[config.mk]
export PLATFORM = sky130hd
export DESIGN_NAME = plab4_net_router_output_ctrl
export DESIGN_NICKNAME = d
export VERILOG_FILES = /design/src/rtl/plab4_net_pkg.sv /design/src/rtl/plab4_net_rr_arb_core.sv /design/src/rtl/plab4_net_router_output_ctrl.sv
export SDC_FILE = /design/constraint.sdc
export NUM_CORES = 1
export LEC_CHECK = 0
export CORE_MARGIN = 5
export CORE_UTILIZATION = 35
export CTS_CLUSTER_SIZE = 28
export DETAILED_ROUTE_END_ITERATION = 7
export RECOVER_POWER = 50
export SETUP_SLACK_MARGIN = 0.05
export SLEW_MARGIN = 20
export SYNTH_ARGS = -nofsm -noshare
export SYNTH_HDL_FRONTEND = slang
export SYNTH_SLANG_ARGS = --single-unit
[constraint.sdc]
create_clock -name clk -period 2.2 [get_ports clk]
set_clock_uncertainty 0.1 [all_clocks]
set_input_delay 0.55 -clock clk [delete_from_list [all_inputs] [get_ports clk]]
set_output_delay 0.55 -clock clk [all_outputs]
set_load 0.02 [all_outputs]
[src/rtl/plab4_net_pkg.sv]
// Shared definitions for the ring-network router blocks.
//   PREV / TERM / NEXT : request/grant bit index of each input ctrl
//   c_num_reqs         : number of requesters per output port (reqs width)
//   rotl_onehot()      : rotate a vector left by one within its low n bits
package plab4_net_pkg;

    localparam int PREV = 0;
    localparam int TERM = 1;
    localparam int NEXT = 2;

    localparam int c_num_reqs = 3;

    // Working width for rotl_onehot(); callers zero-extend into it and
    // truncate back, so one function serves any requester count up to this.
    localparam int c_max_reqs = 16;

    // Bit n-1 wraps around to bit 0; bits at or above n are cleared.
    function automatic logic [c_max_reqs-1:0] rotl_onehot(
        input logic [c_max_reqs-1:0] v,
        input int                    n
    );
        logic [c_max_reqs-1:0] mask;
        mask = {c_max_reqs{1'b1}} >> (c_max_reqs - n);
        return ((v << 1) | (v >> (n - 1))) & mask;
    endfunction

endpackage

[src/rtl/plab4_net_rr_arb_core.sv]
// Combinational variable-priority arbiter.
//   reqs       in   request vector
//   prio       in   one-hot: the bit where the search starts
//   grant      out  one-hot winner, zero when reqs == 0
//   grant_idx  out  index of the winner, zero when there is none
// The search starts at the prio bit and walks upward, wrapping from the top
// bit back to bit 0. Walking a doubled range covers the wrap without any
// modulo on a run-time value.
module plab4_net_rr_arb_core
    import plab4_net_pkg::*;
#(
    parameter  int p_num_reqs  = c_num_reqs,
    localparam int c_sel_nbits = (p_num_reqs > 1) ? $clog2(p_num_reqs) : 1
)(
    input  logic [p_num_reqs-1:0]  reqs,
    input  logic [p_num_reqs-1:0]  prio,
    output logic [p_num_reqs-1:0]  grant,
    output logic [c_sel_nbits-1:0] grant_idx
);

    logic armed;  // the prio bit has been passed in the walk
    logic found;  // a winner has been picked

    always_comb begin
        // NOTE: every variable gets a value before any branch so no latch is
        // inferred; blocking '=' lets later iterations see earlier updates.
        grant     = '0;
        grant_idx = '0;
        armed     = 1'b0;
        found     = 1'b0;
        for (int i = 0; i < 2 * p_num_reqs; i++) begin
            if (prio[i % p_num_reqs]) begin
                armed = 1'b1;
            end
            if (armed && !found && reqs[i % p_num_reqs]) begin
                found                  = 1'b1;
                grant[i % p_num_reqs]  = 1'b1;
                grant_idx              = c_sel_nbits'(i % p_num_reqs);
            end
        end
    end

endmodule

[src/rtl/plab4_net_router_output_ctrl.sv]
// Per-output-port control of the ring router: round-robin arbitration among
// the input ctrls requesting this output, with one priority pointer per
// security domain so arbitration history never leaks across domains.
//   clk      in   clock
//   reset_n  in   asynchronous reset, active-low
//   cur_sd   in   current security domain (out of range -> domain 0)
//   reqs     in   request bit from each input ctrl (PREV, TERM, NEXT)
//   grants   out  one-hot grant, zero when no transfer happens this cycle
//   out_val  out  a message is offered downstream (independent of out_rdy)
//   out_rdy  in   downstream accepts the message
//   sel      out  crossbar select = index of the granted input, else 0
// The per-domain priority registers are the only state; every output is
// combinational from them and the inputs.
module plab4_net_router_output_ctrl
    import plab4_net_pkg::*;
#(
    parameter  int                    p_num_reqs       = c_num_reqs,
    parameter  int                    p_num_domains    = 2,
    parameter  logic [p_num_reqs-1:0] p_priority_reset = {{(p_num_reqs-1){1'b0}}, 1'b1},
    localparam int                    c_sel_nbits      = (p_num_reqs > 1) ? $clog2(p_num_reqs) : 1,
    localparam int                    c_sd_nbits       = (p_num_domains > 1) ? $clog2(p_num_domains) : 1
)(
    input  logic                   clk,
    input  logic                   reset_n,
    input  logic [c_sd_nbits-1:0]  cur_sd,
    input  logic [p_num_reqs-1:0]  reqs,
    output logic [p_num_reqs-1:0]  grants,
    output logic                   out_val,
    input  logic                   out_rdy,
    output logic [c_sel_nbits-1:0] sel
);

    logic [p_num_reqs-1:0]  prio_q [p_num_domains];
    logic [c_sd_nbits-1:0]  sd_idx;
    logic [p_num_reqs-1:0]  prio_cur;
    logic [p_num_reqs-1:0]  arb_grant;
    logic [c_sel_nbits-1:0] arb_idx;
    logic [p_num_reqs-1:0]  prio_next;
    logic                   xfer;

    // Domain labels beyond the register array fall back to domain 0.
    always_comb begin
        sd_idx = (int'(cur_sd) < p_num_domains) ? cur_sd : '0;
    end

    assign prio_cur = prio_q[sd_idx];

    plab4_net_rr_arb_core #(
        .p_num_reqs (p_num_reqs)
    ) u_arb (
        .reqs      (reqs),
        .prio      (prio_cur),
        .grant     (arb_grant),
        .grant_idx (arb_idx)
    );

    // Outputs are gated by reset_n directly so they drop the moment reset
    // asserts, not at the next edge.
    assign out_val   = reset_n & (|reqs);
    assign grants    = (reset_n && out_rdy) ? arb_grant : '0;
    assign xfer      = |grants;
    assign sel       = xfer ? arb_idx : '0;

    // The input just after the winner gets first chance next time.
    assign prio_next = p_num_reqs'(rotl_onehot(c_max_reqs'(grants), p_num_reqs));

    always_ff @(posedge clk or negedge reset_n) begin
        if (!reset_n) begin
            // NOTE: this array is a handful of flops, not a RAM, so every
            // entry is reset; arbitration must start from a known pointer.
            for (int d = 0; d < p_num_domains; d++) begin
                prio_q[d] <= p_priority_reset;
            end
        end else if (xfer) begin
            prio_q[sd_idx] <= prio_next;
        end
    end

endmodule

==> results.py <==
metrics = {
    "status": {
        "status": "finished, violations left",
        "violations": "setup timing",
    },
    "clock_tree": {
        "cts.sinks": 6,
        "htree_levels": 1,
        "clock_tree.buffer_depth": 2,
        "clkTransAtPathRegs_ps": 50,
        "worstSkewPairLatency_ps": 250,
        "cts-buffers-inserted": 3,
        "ctsRootBufferMaster": "clkbuf_4",
        "cts_tree": "built",
    },
    "floorplanning": {
        "design.core.area_mm2": 0.00128,
        "ioPinCount": 13,
        "start_util": 0.364,
        "die-width_um": 46.6,
        "die_area_mm2": 0.00217,
        "rows": 13,
        "dieHeight_um": 46.6,
    },
    "route": {
        "antenna_left": 0,
        "drc_errors": 0,
        "viasPerCell": 5.29,
        "wl_mm": 1.47,
        "num_vias": 529,
        "wire_per_inst_um": 14.7,
        "drt_iter0_drc": 16,
        "drtPass1Iterations": 4,
    },
    "power_and_ir_drop": {
        "intPower_w": 0.000332,
        "p_comb_frac": 0.429,
        "p_seq_frac": 0.368,
        "clockPowerShare": 0.204,
        "p_per_area_mw_per_mm2": 651,
        "switching_power_w": 0.000179,
        "p_leak_nw": 0.391,
        "netSwitchingFraction": 0.350,
        "ir_worst_vdd_uv": 351,
    },
    "finish": {
        "finalNonFillerCells": 100,
        "nNetsFinal": 94,
        "syn_to_final_growth_pct": 67.6,
        "top_regs": "prio_q x6",
        "design_area_um2": 785,
        "fin_util": 0.611,
        "n_antenna_cell": 0,
        "final_common_cell": "buf_4",
        "largest_reg_flops": 6,
        "final_cell_mix": "buf_4, nand2_1, buf_6, o21ai_1, dlygate4sd2_1",
        "drive_gt1_frac": 0.482,
        "max_flop_register": "prio_q",
    },
    "synth": {
        "yosysTopAreaCell": "dfrtp_1",
        "async_flop_share": 1.00,
        "synth_cell_types": 24,
        "syn_nets": 59,
        "synthFlopType": "dfrtp_1",
        "synthTopCellsByArea": "dfrtp_1, dfstp_2, mux2i_1",
        "yosys_warnings": 0,
        "synth_area_um2": 468,
        "syn_avg_cell_area_um2": 9.00,
        "netlist.area_leader.share": 0.214,
        "synth_edf_count": 0,
        "ys_seq_elements": 6,
        "synth-seq-area-share": 0.326,
        "syn_inst": 52,
    },
    "global_route": {
        "met2_usage": 0.269,
        "busiest_layer": "met2",
        "antenna_found_initial": 0,
        "grt_pass1_vias": 507,
        "grt_util_met1": 0.187,
        "grt_start_max_net_pins": 9,
        "grt_first_pass_wirelength_mm": 2.32,
        "track_usage": 0.159,
        "met3_usage": 0.0391,
        "overflow": 0,
    },
    "sta": {
        "max_freq_ghz": 0.442,
        "finalHoldViolCount": 0,
        "setup_ws_ps": -63.9,
        "relSlewSlack": 0.745,
        "setup_tns_ps": -140,
        "timing.final.max_slew_violations": 0,
        "tightest_slew_ps": 383,
        "rsz0062_at_grt": "true",
        "setup_violations": 3,
        "min_period_over_period": 1.03,
        "min_period_ps": 2260,
    },
    "worst_setup_path": {
        "criticalPathCategory": "in -> out",
        "rr_startpoint": "prio_q[3]",
        "slowest_delay_ps": 250,
        "cp.required_ps": 1550,
        "r2r_cells": 8,
        "crit_chain": "dlygate4sd2_1 -> o211ai_1 -> o31a_4 -> nand4b_1 -> a21oi_2 -> buf_4",
        "worstPathMaxFanout": 4,
        "cp-start-kind": "input port",
        "end_kind": "output pin",
        "path_depth": 6,
        "critPathSlowestCell": "dlygate4sd2_1",
        "path_buf_inv": 2,
        "reg2reg_setup_slack_ps": 300,
        "critical_path.top_delay_family": "compound AO/OA/AOI/OAI gates",
        "arrival_ps": 1610,
        "r2r_end": "prio_q[4]",
    },
    "placed_design": {
        "port_buffers": 12,
        "placed_cell_area_um2": 712,
        "gp_congestion": 0.886,
        "dpl.hpwl_mm": 1.11,
        "dp_cells": 93,
        "pre_cts_ws_ps": -960,
    },
    "min_path": {
        "min_path_type": "in -> async",
    },
    "flow_run": {
        "cap_violations": 0,
    },
}
[cells in the mapped netlist (2+ instances only)]
library cell,n
o21ai_1,4
dfrtp_1,4
inv_1,2
nand2b_1,2
dfstp_2,2
nand2_1,7
a21oi_1,2
nor2_1,4
a22o_1,2
o211ai_1,3
o211a_1,2
mux2i_1,3
o21ai_0,4
[per-stage QoR]
step	hold WS, ps	total power (W)
2_1_floorplan	154	0.000271
3_3_place_gp	397	0.000368
3_5_place_dp	387	0.000372
4_1_cts	309	0.000496
5_1_grt	402	0.000549
6_report	360	0.000511
[per-layer routing]
layer | up-vias | wire [um] | part of all wire
met4 | 0 | 31 | 0.021
li1 | 261 | - | -
met5 | - | 0 | 0
met2 | 20 | 701 | 0.48
met3 | 6 | 85 | 0.058
met1 | 242 | 648 | 0.44
[power groups by stage]
| stage | clock, W | sequential [W] | combinational, W |
|---|---|---|---|
| after detailed placement | 0 | 0.000177 | 0.000195 |
| final | 0.000104 | 0.000188 | 0.000219 |
| after global routing | 0.000119 | 0.000191 | 0.000239 |
| after CTS | 0.000106 | 0.000181 | 0.000209 |
| after floorplan | 0 | 0.000173 | 0.0000984 |
| after global placement | 0 | 0.000177 | 0.000191 |
[worst max-delay path by stage]
stage,startpoint,end,slack (ps)
6_report,reqs[1],grants[0],-60
5_1_grt,prio_q[1],grants[0],-150
4_1_cts,prio_q[3],grants[0],-110
3_5_place_dp,cur_sd,grants[2],-960
3_3_place_gp,cur_sd,grants[0],-940
2_1_floorplan,cur_sd,grants[0],180
[logic make-up (layout without fill, tap and decap cells)]
| logic type | count (synthesis) | in the layout | synth area share |
|---|---|---|---|
| AOI/OAI and AO/OA | 20 | 20 | 0.308 |
| buffers and inverters | 4 | 37 | 0.0562 |
| DFF | 6 | 6 | 0.326 |
| muxes | 4 | 4 | 0.0962 |
| and+or+nand+nor | 18 | 18 | 0.214 |
[worst reg2reg max path, delay by kind of cell, from the launching register on]
kind,cells,cell delay (ps)
buf+inv,3,370
simple gates,2,170
compound gates,3,600
flops,1,560
[repair_timing]
action,in CTS,in global routing
setup buffers,3,1
resized for setup,48,6
pin swaps,6,6
hold buffers,0,0
setup endpoints to repair,10,5
[layout make-up]
type | instances | area (um2)
Timing Repair Buffer | 32 | 263
Tap cell | 15 | 18.8
Sequential cell | 6 | 153
Inverter | 2 | 7.51
Clock buffer | 3 | 22.5
Fill cell | 122 | 500
Multi-Input combinational cell | 42 | 320
No activity file was read; power rests on OpenSTA's default activity.
